==> src/rtl/memory_serial_controller_if.sv <==
// Host-side command/response bundle for the memory serial controller.
interface memory_serial_controller_if #(
  parameter int DATA_SIZE = 64,
  parameter int GEN_WIDTH = 16
);
  logic                 cmd_valid;
  logic                 cmd_ready;
  logic [1:0]           cmd_op;
  logic [DATA_SIZE-1:0] cmd_data;
  logic [GEN_WIDTH-1:0] cmd_gens;
  logic                 rsp_valid;
  logic                 rsp_ready;
  logic [DATA_SIZE-1:0] rsp_data;

  modport master (
    output cmd_valid, cmd_op, cmd_data, cmd_gens, rsp_ready,
    input  cmd_ready, rsp_valid, rsp_data
  );

  modport slave (
    input  cmd_valid, cmd_op, cmd_data, cmd_gens, rsp_ready,
    output cmd_ready, rsp_valid, rsp_data
  );
endinterface

==> src/rtl/memory_serial_controller.sv <==
// Sequences serial LOAD / circular READ / RUN on the system memory and
// deserializes the readout into a parallel response.
//
// state   | meaning
// IDLE    | waiting for a command, cmd_ready high
// LOAD    | load_mode high, shifting the word out MSB first
// READ    | output_mode high for DATA_SIZE cycles (full rotation)
// DRAIN   | one extra cycle to capture the last registered bit
// RESP    | rsp_valid high until rsp_ready
// RUN     | run_mode high for cmd_gens cycles
module memory_serial_controller #(
  parameter int DATA_SIZE = 64,
  parameter int GEN_WIDTH = 16
) (
  input  logic                       clk,
  input  logic                       reset,
  memory_serial_controller_if.slave  bus,
  output logic                       mem_serial_in,
  input  logic                       mem_serial_out,
  output logic                       load_mode,
  output logic                       output_mode,
  output logic                       run_mode,
  output logic                       busy
);

  localparam int CNT_W = (GEN_WIDTH > $clog2(DATA_SIZE)) ? GEN_WIDTH : $clog2(DATA_SIZE);
  localparam logic [CNT_W-1:0] CNT_LAST = CNT_W'(DATA_SIZE - 1);
  localparam logic [CNT_W-1:0] CNT_ONE  = CNT_W'(1);

  typedef enum logic [2:0] {
    S_IDLE, S_LOAD, S_READ, S_DRAIN, S_RESP, S_RUN
  } state_t;

  state_t               state_q, state_d;
  logic [CNT_W-1:0]     cnt_q, cnt_d;
  logic [DATA_SIZE-1:0] shift_q, shift_d;
  logic [DATA_SIZE-1:0] cap_q, cap_d;
  logic [DATA_SIZE-1:0] rsp_q, rsp_d;
  logic                 sample_q;
  logic                 accept;

  always_ff @(posedge clk) begin
    if (!reset) begin
      state_q  <= S_IDLE;
      cnt_q    <= '0;
      shift_q  <= '0;
      cap_q    <= '0;
      rsp_q    <= '0;
      sample_q <= 1'b0;
    end else begin
      state_q  <= state_d;
      cnt_q    <= cnt_d;
      shift_q  <= shift_d;
      cap_q    <= cap_d;
      rsp_q    <= rsp_d;
      // memory output is registered, so its bit is valid one cycle after output_mode
      sample_q <= (state_q == S_READ);
    end
  end

  always_comb begin
    state_d = state_q;
    cnt_d   = cnt_q;
    shift_d = shift_q;
    cap_d   = cap_q;
    rsp_d   = rsp_q;
    accept  = bus.cmd_valid && bus.cmd_ready;

    if (sample_q) cap_d = {cap_q[DATA_SIZE-2:0], mem_serial_out};

    case (state_q)
      S_IDLE: begin
        if (accept) begin
          case (bus.cmd_op)
            2'd0: begin
              state_d = S_LOAD;
              shift_d = bus.cmd_data;
              cnt_d   = CNT_LAST;
            end
            2'd1: begin
              state_d = S_READ;
              cnt_d   = CNT_LAST;
            end
            2'd2: begin
              if (bus.cmd_gens != '0) begin
                state_d = S_RUN;
                cnt_d   = CNT_W'(bus.cmd_gens) - CNT_ONE;
              end
            end
            default: ;
          endcase
        end
      end
      S_LOAD: begin
        shift_d = {shift_q[DATA_SIZE-2:0], 1'b0};
        if (cnt_q == '0) state_d = S_IDLE;
        else             cnt_d   = cnt_q - CNT_ONE;
      end
      S_READ: begin
        if (cnt_q == '0) state_d = S_DRAIN;
        else             cnt_d   = cnt_q - CNT_ONE;
      end
      S_DRAIN: begin
        state_d = S_RESP;
        rsp_d   = {cap_q[DATA_SIZE-2:0], mem_serial_out};
      end
      S_RESP: begin
        if (bus.rsp_ready) state_d = S_IDLE;
      end
      S_RUN: begin
        if (cnt_q == '0) state_d = S_IDLE;
        else             cnt_d   = cnt_q - CNT_ONE;
      end
      default: state_d = S_IDLE;
    endcase
  end

  assign load_mode     = (state_q == S_LOAD);
  assign output_mode   = (state_q == S_READ);
  assign run_mode      = (state_q == S_RUN);
  assign busy          = (state_q != S_IDLE);
  assign mem_serial_in = load_mode & shift_q[DATA_SIZE-1];
  assign bus.cmd_ready = (state_q == S_IDLE) && reset;
  assign bus.rsp_valid = (state_q == S_RESP);
  assign bus.rsp_data  = rsp_q;

endmodule

==> src/flat_wrapper.sv <==
// flat-port wrapper written by rule: the top's interface ports become plain ports
module memory_serial_controller_flat 
#(
  parameter int DATA_SIZE = 64,
  parameter int GEN_WIDTH = 16
)
  (clk, reset, mem_serial_in, mem_serial_out, load_mode, output_mode, run_mode, busy, bus_cmd_valid, bus_cmd_op, bus_cmd_data, bus_cmd_gens, bus_rsp_ready, bus_cmd_ready, bus_rsp_valid, bus_rsp_data);
  memory_serial_controller_if #(.DATA_SIZE(DATA_SIZE), .GEN_WIDTH(GEN_WIDTH)) bus_i ();
  input  logic clk;
  input  logic reset;
  output logic mem_serial_in;
  input  logic mem_serial_out;
  output logic load_mode;
  output logic output_mode;
  output logic run_mode;
  output logic busy;
  input wire logic [$bits(bus_i.cmd_valid)-1:0] bus_cmd_valid;
  input wire logic [$bits(bus_i.cmd_op)-1:0] bus_cmd_op;
  input wire logic [$bits(bus_i.cmd_data)-1:0] bus_cmd_data;
  input wire logic [$bits(bus_i.cmd_gens)-1:0] bus_cmd_gens;
  input wire logic [$bits(bus_i.rsp_ready)-1:0] bus_rsp_ready;
  output wire logic [$bits(bus_i.cmd_ready)-1:0] bus_cmd_ready;
  output wire logic [$bits(bus_i.rsp_valid)-1:0] bus_rsp_valid;
  output wire logic [$bits(bus_i.rsp_data)-1:0] bus_rsp_data;
  assign bus_i.cmd_valid = bus_cmd_valid;
  assign bus_i.cmd_op = bus_cmd_op;
  assign bus_i.cmd_data = bus_cmd_data;
  assign bus_i.cmd_gens = bus_cmd_gens;
  assign bus_i.rsp_ready = bus_rsp_ready;
  assign bus_cmd_ready = bus_i.cmd_ready;
  assign bus_rsp_valid = bus_i.rsp_valid;
  assign bus_rsp_data = bus_i.rsp_data;
  memory_serial_controller #(.DATA_SIZE(DATA_SIZE), .GEN_WIDTH(GEN_WIDTH)) u_core (.clk(clk), .reset(reset), .bus(bus_i), .mem_serial_in(mem_serial_in), .mem_serial_out(mem_serial_out), .load_mode(load_mode), .output_mode(output_mode), .run_mode(run_mode), .busy(busy));
endmodule
==> config.mk <==
export PLATFORM = sky130hd
export DESIGN_NAME = memory_serial_controller_flat
export DESIGN_NICKNAME = d
export VERILOG_FILES = /design/src/rtl/memory_serial_controller_if.sv /design/src/rtl/memory_serial_controller.sv /design/src/flat_wrapper.sv
export SDC_FILE = /design/constraint.sdc
export NUM_CORES = 1
export LEC_CHECK = 0
export BUFFER_PORTS_ARGS = -buffer_cell sky130_fd_sc_hd__buf_2
export CAP_MARGIN = 20
export CELL_PAD_IN_SITES_DETAIL_PLACEMENT = 0
export CELL_PAD_IN_SITES_GLOBAL_PLACEMENT = 1
export CORE_UTILIZATION = 45
export DETAILED_ROUTE_END_ITERATION = 6
export PLACE_DENSITY_LB_ADDON = 0.2
export SLEW_MARGIN = 20
export SYNTH_ARGS = -nofsm -noshare
export SYNTH_HDL_FRONTEND = slang
export SYNTH_SLANG_ARGS = --single-unit
==> constraint.sdc <==
create_clock -name clk -period 3.7 [get_ports clk]
set_clock_uncertainty 0.1 [all_clocks]
set_input_delay 0.74 -clock clk [delete_from_list [all_inputs] [get_ports clk]]
set_output_delay 0.74 -clock clk [all_outputs]
set_load 0.02 [all_outputs]
# == After elaboration in Yosys (flattened, before gate mapping) ==
# Index checks and enable logic that the tools add are counted.
# Widths: inputs -> output; s select.
# word_totals
regBits,211
latch_bits,0
ramBits,0
rom_bits,0
wordCells,55
memories,0
# op_classes
addsub,2
mul,0
div,0
order_cmp,0
eq_ne,16
shifts,0
muxes,15
bitwise,1
n_reduce_logical,15
# ops
cell,count
$mux 64,2
$pmux 64 s2,1
$pmux 16 s2,2
$mux 16,3
$sub 16x1->16 const B,2
$logic_not 16->1,1
$reduce_bool 16->1,1
$mux 3,5
$pmux 3 s5,1
$pmux 3 s3,1
$eq 3x2->1 const B,2
$eq 3x3->1 const B,2
$ne 2x1->1 const B,3
$ne 2x2->1 const B,3
$reduce_and 6->1,1
$reduce_and 5->1,1
$ne 4x4->1 const B,1
$reduce_bool 2->1,2
$reduce_or 2->1,2
$eq 3x1->1 const B,1
$logic_not 3->1,1
$ne 3x2->1 const B,1
$ne 3x3->1 const B,1
$reduce_and 3->1,1
other kinds (7),8

# == Depth between registers and ports, before layout ==
# depth
word_depth,5
ltp_mapped,11

# == Least setup slack after synthesis ==
# OpenSTA, ideal clock, no wires.
# synth_path
path_type,input to output
startpoint,input reset
endpoint,output bus_cmd_ready
arrival_time_ps,1790
required_ps,2860
slack_ps,1070
path_stages,5
path_buffers,3
path_cell_list,clkbuf_1 > inv_1 > clkbuf_1 > clkbuf_1 > nor2_1
# synth_via
elab_chain_len,1
# synth_rtl
element,line_no,rtl
start: declaration,flat_wrapper.sv:10,input logic reset;
$logic_and 1x1->1,memory_serial_controller.sv:123,assign bus.cmd_ready = (state_q == S_IDLE) && reset;
end: declaration,flat_wrapper.sv:22,output wire logic [$bits(bus_i.cmd_ready)-1:0] bus_cmd_ready;
# Every way passes these cells.

# == Worst setup path in the final report ==
# layout_path
startpoint,register u_core.state_q[0]
endpoint,output mem_serial_in
# layout_via
elab_chain_len,2
# layout_rtl
element,line_no,rtl
start: declaration,memory_serial_controller.sv:34,"state_t state_q, state_d;"
start signal: assignment,memory_serial_controller.sv:51,state_q <= state_d;
$eq 3x1->1,memory_serial_controller.sv:118,assign load_mode = (state_q == S_LOAD);
$and 1x1->1,memory_serial_controller.sv:122,assign mem_serial_in = load_mode & shift_q[DATA_SIZE-1];
end: declaration,flat_wrapper.sv:11,output logic mem_serial_in;
# Every way passes these cells.

==> results.json <==
{
  "crit_chain": "nor2b_1, nor2b_4, and2_1, buf_2",
  "die_area_sq_um": 20100,
  "slew_violations": 0,
  "fin_crit_sh": 0.777,
  "hold_violations": 0,
  "path_max_fanout": 10,
  "grt_pass1_wl_microns": 31100,
  "grt_pass1_vias": 6385,
  "setup_viol": 0,
  "path_class": "register to output pin",
  "wl_per_cell_microns": 13.6,
  "rsz0062_at_grt": "false",
  "clock-root-buffer": "clkbuf_16",
  "fillerInstances": 1862,
  "cp.required_ps": 2860,
  "clkTransAtPathRegs_ps": 60,
  "powerDensity_nw_per_um2": 643,
  "synth_enable_flop_cells": 0,
  "h-tree-depth": 1,
  "cpPeakStageDelay_ps": 500,
  "outcome": "complete, no violations",
  "critPathSlowestCell": "dfxtp_1",
  "num_rows": 50,
  "fin_nets": 1203,
  "fin_hold_ws_ps": 348,
  "gp_congestion": 0.828,
  "viasPerCell": 5.13,
  "power.leakage_uw": 0.00385,
  "hold_class": "register to register",
  "clock-sinks": 211,
  "arrival_ps": 2040,
  "multi_input_area_sq_um": 4210,
  "cts.path.max_buffers": 3,
  "worst_pin_slew_ps": 1190,
  "ys.flop_type": "dfxtp_1",
  "cts_buffers": 23,
  "pin_count": 158,
  "fin_util": 0.552,
  "drt-pass1-iter-count": 4,
  "area_delta_synth_final_pct": 18.8,
  "cap_violations": 0,
  "ir_worst_vdd_v": 0.000389,
  "regArea_sq_um": 4230,
  "async_reset_ff_frac": 0,
  "period_minus_slack_ps": 2880,
  "antenna_found_initial": 4,
  "grt.total_usage": 0.185,
  "fin_cells": 1385,
  "yosysWarnings": 0,
  "fp.dieW_microns": 142,
  "placed_cells_incl_taps": 1344,
  "fmax_mhz": 348,
  "syn_area_sq_um": 8780,
  "drc": 0,
  "endpoint_kind": "output pin",
  "maxSlewHeadroom": 0.209,
  "post_cts_buffers": 0,
  "syn_nets": 1088,
  "initial_core_util": 0.465,
  "die_y_microns": 142,
  "grt_max_degree": 210,
  "syn_inst": 994,
  "start_kind": "register",
  "cts_resized": 0,
  "ys_ff_latch": 211,
  "post-dp-hpwl_microns": 11500,
  "syn_avg_cell_area_sq_um": 8.83,
  "vias": 7103,
  "design.core.area_sq_um": 18900,
  "hold_buffers": 0,
  "synth.distinct_cells": 44,
  "total_power_uw": 6700,
  "cts_tree": "yes",
  "ys_seq_area_frac": 0.481,
  "port_buffers": 157,
  "overflow": 0,
  "insertion_delay_ps": 500,
  "initialDrtViolationCount": 366,
  "fin_setup_tns_ps": 0,
  "ant_nets": 0,
  "drive_gt1_frac": 0.194,
  "wl_microns": 18900
}
==> power by group <==
part           leakage, uW  internal (uW)  total (uW)  switching (uW)
Combinational      0.00178            712        1740            1030
Sequential         0.00171           2550        2750             202
Clock             0.000356           1340        2210             871
==> cell usage in the layout, fill, tap and decap left out, drive strengths merged, types with 5 or more instances in the layout <==
master	n
a211oi	64
a21oi	91
a31oi	8
buf	167
clkbuf	31
dfxtp	211
ha	7
inv	11
mux2i	127
nand2	143
nand3	9
nor2	148
nor3	11
nor4	8
o211ai	5
o21ai	16
o31ai	5
xnor2	7
xor2	5
==> Yosys cell counts, types with 5 or more instances <==
master      n  share of area
buf_2      12         0.0068
o31ai_1     5         0.0043
inv_1      10         0.0043
mux2i_1   127           0.14
nor2_1    148          0.063
nor3_1     11         0.0063
buf_1       8         0.0034
clkbuf_1   55          0.024
a21oi_1    90          0.051
a31oi_1     8         0.0057
xnor2_1     7         0.0070
o21ai_0    15         0.0086
xor2_1      5         0.0050
o211ai_1    5         0.0043
nand2_1   143          0.061
nor4_1      7         0.0050
ha_1        7          0.010
nand3_1     9         0.0051
dfxtp_1   211           0.48
a211oi_1   64          0.055
==> state kept, by name, indices dropped and copies added (netlist names) <==
name and cells:
u_core.cap_q 63, u_core.shift_q 64, u_core.sample_q 1, u_core.cnt_q 16, u_core.state_q 3, u_core.bus.rsp_data 64
==> through the flow <==
| stage | setup WS, ps | area, sq um |
|---|---|---|
| final | 825 | 10400 |
| after global routing | 758 | 10400 |
| after CTS | 820 | 10400 |
| after detailed placement | 808 | 9690 |
| after global placement | 824 | 9690 |
| after floorplan | 1070 | 8780 |
==> logic make-up after synthesis <==
kind of cell / share of synthesized area
mux: 0.145
flops: 0.481
buf+inv: 0.0416
simple gates: 0.170
fa+ha+maj: 0.00998
compound gates: 0.140
xor+xnor: 0.0120
==> path summary, 6_finish.rpt <==
path                                          end                                 start  slack (ps)  cells after the start
min          u_core.bus.rsp_data[29]$_SDFFE_PN0N_  u_core.bus.rsp_data[29]$_SDFFE_PN0N_         350                      2
min reg2reg  u_core.bus.rsp_data[29]$_SDFFE_PN0N_  u_core.bus.rsp_data[29]$_SDFFE_PN0N_         350                      2
max                                 mem_serial_in        u_core.state_q[0]$_SDFFE_PN0P_         820                      4
max reg2reg       u_core.shift_q[49]$_SDFFE_PN0P_        u_core.state_q[0]$_SDFFE_PN0P_        1040                      5
==> routing by layer <==
metal,up-vias,share of wire,GRT usage
li1,3678,-,-
met1,3233,0.50,0.261
met2,153,0.43,0.285
met3,35,0.055,0.0422
met4,4,0.018,0.0481
met5,-,0.00095,0
==> area by class of cell <==
type                    count  share of cell area
clock inverters             8             0.00948
clock buffers              31              0.0610
inverters                  10             0.00408
flip-flops and latches    211               0.405
repair buffers            167              0.0850
well taps                 260              0.0312
diodes                      2            0.000480
multi-input cells         696               0.403
==> worst max-delay path: cells and delay by family (launching register included) <==
family        cells  cell delay, ps
simple gates      3             880
flops             1             500
buf+inv           1             150
Power figures use the tool's default switching activity.
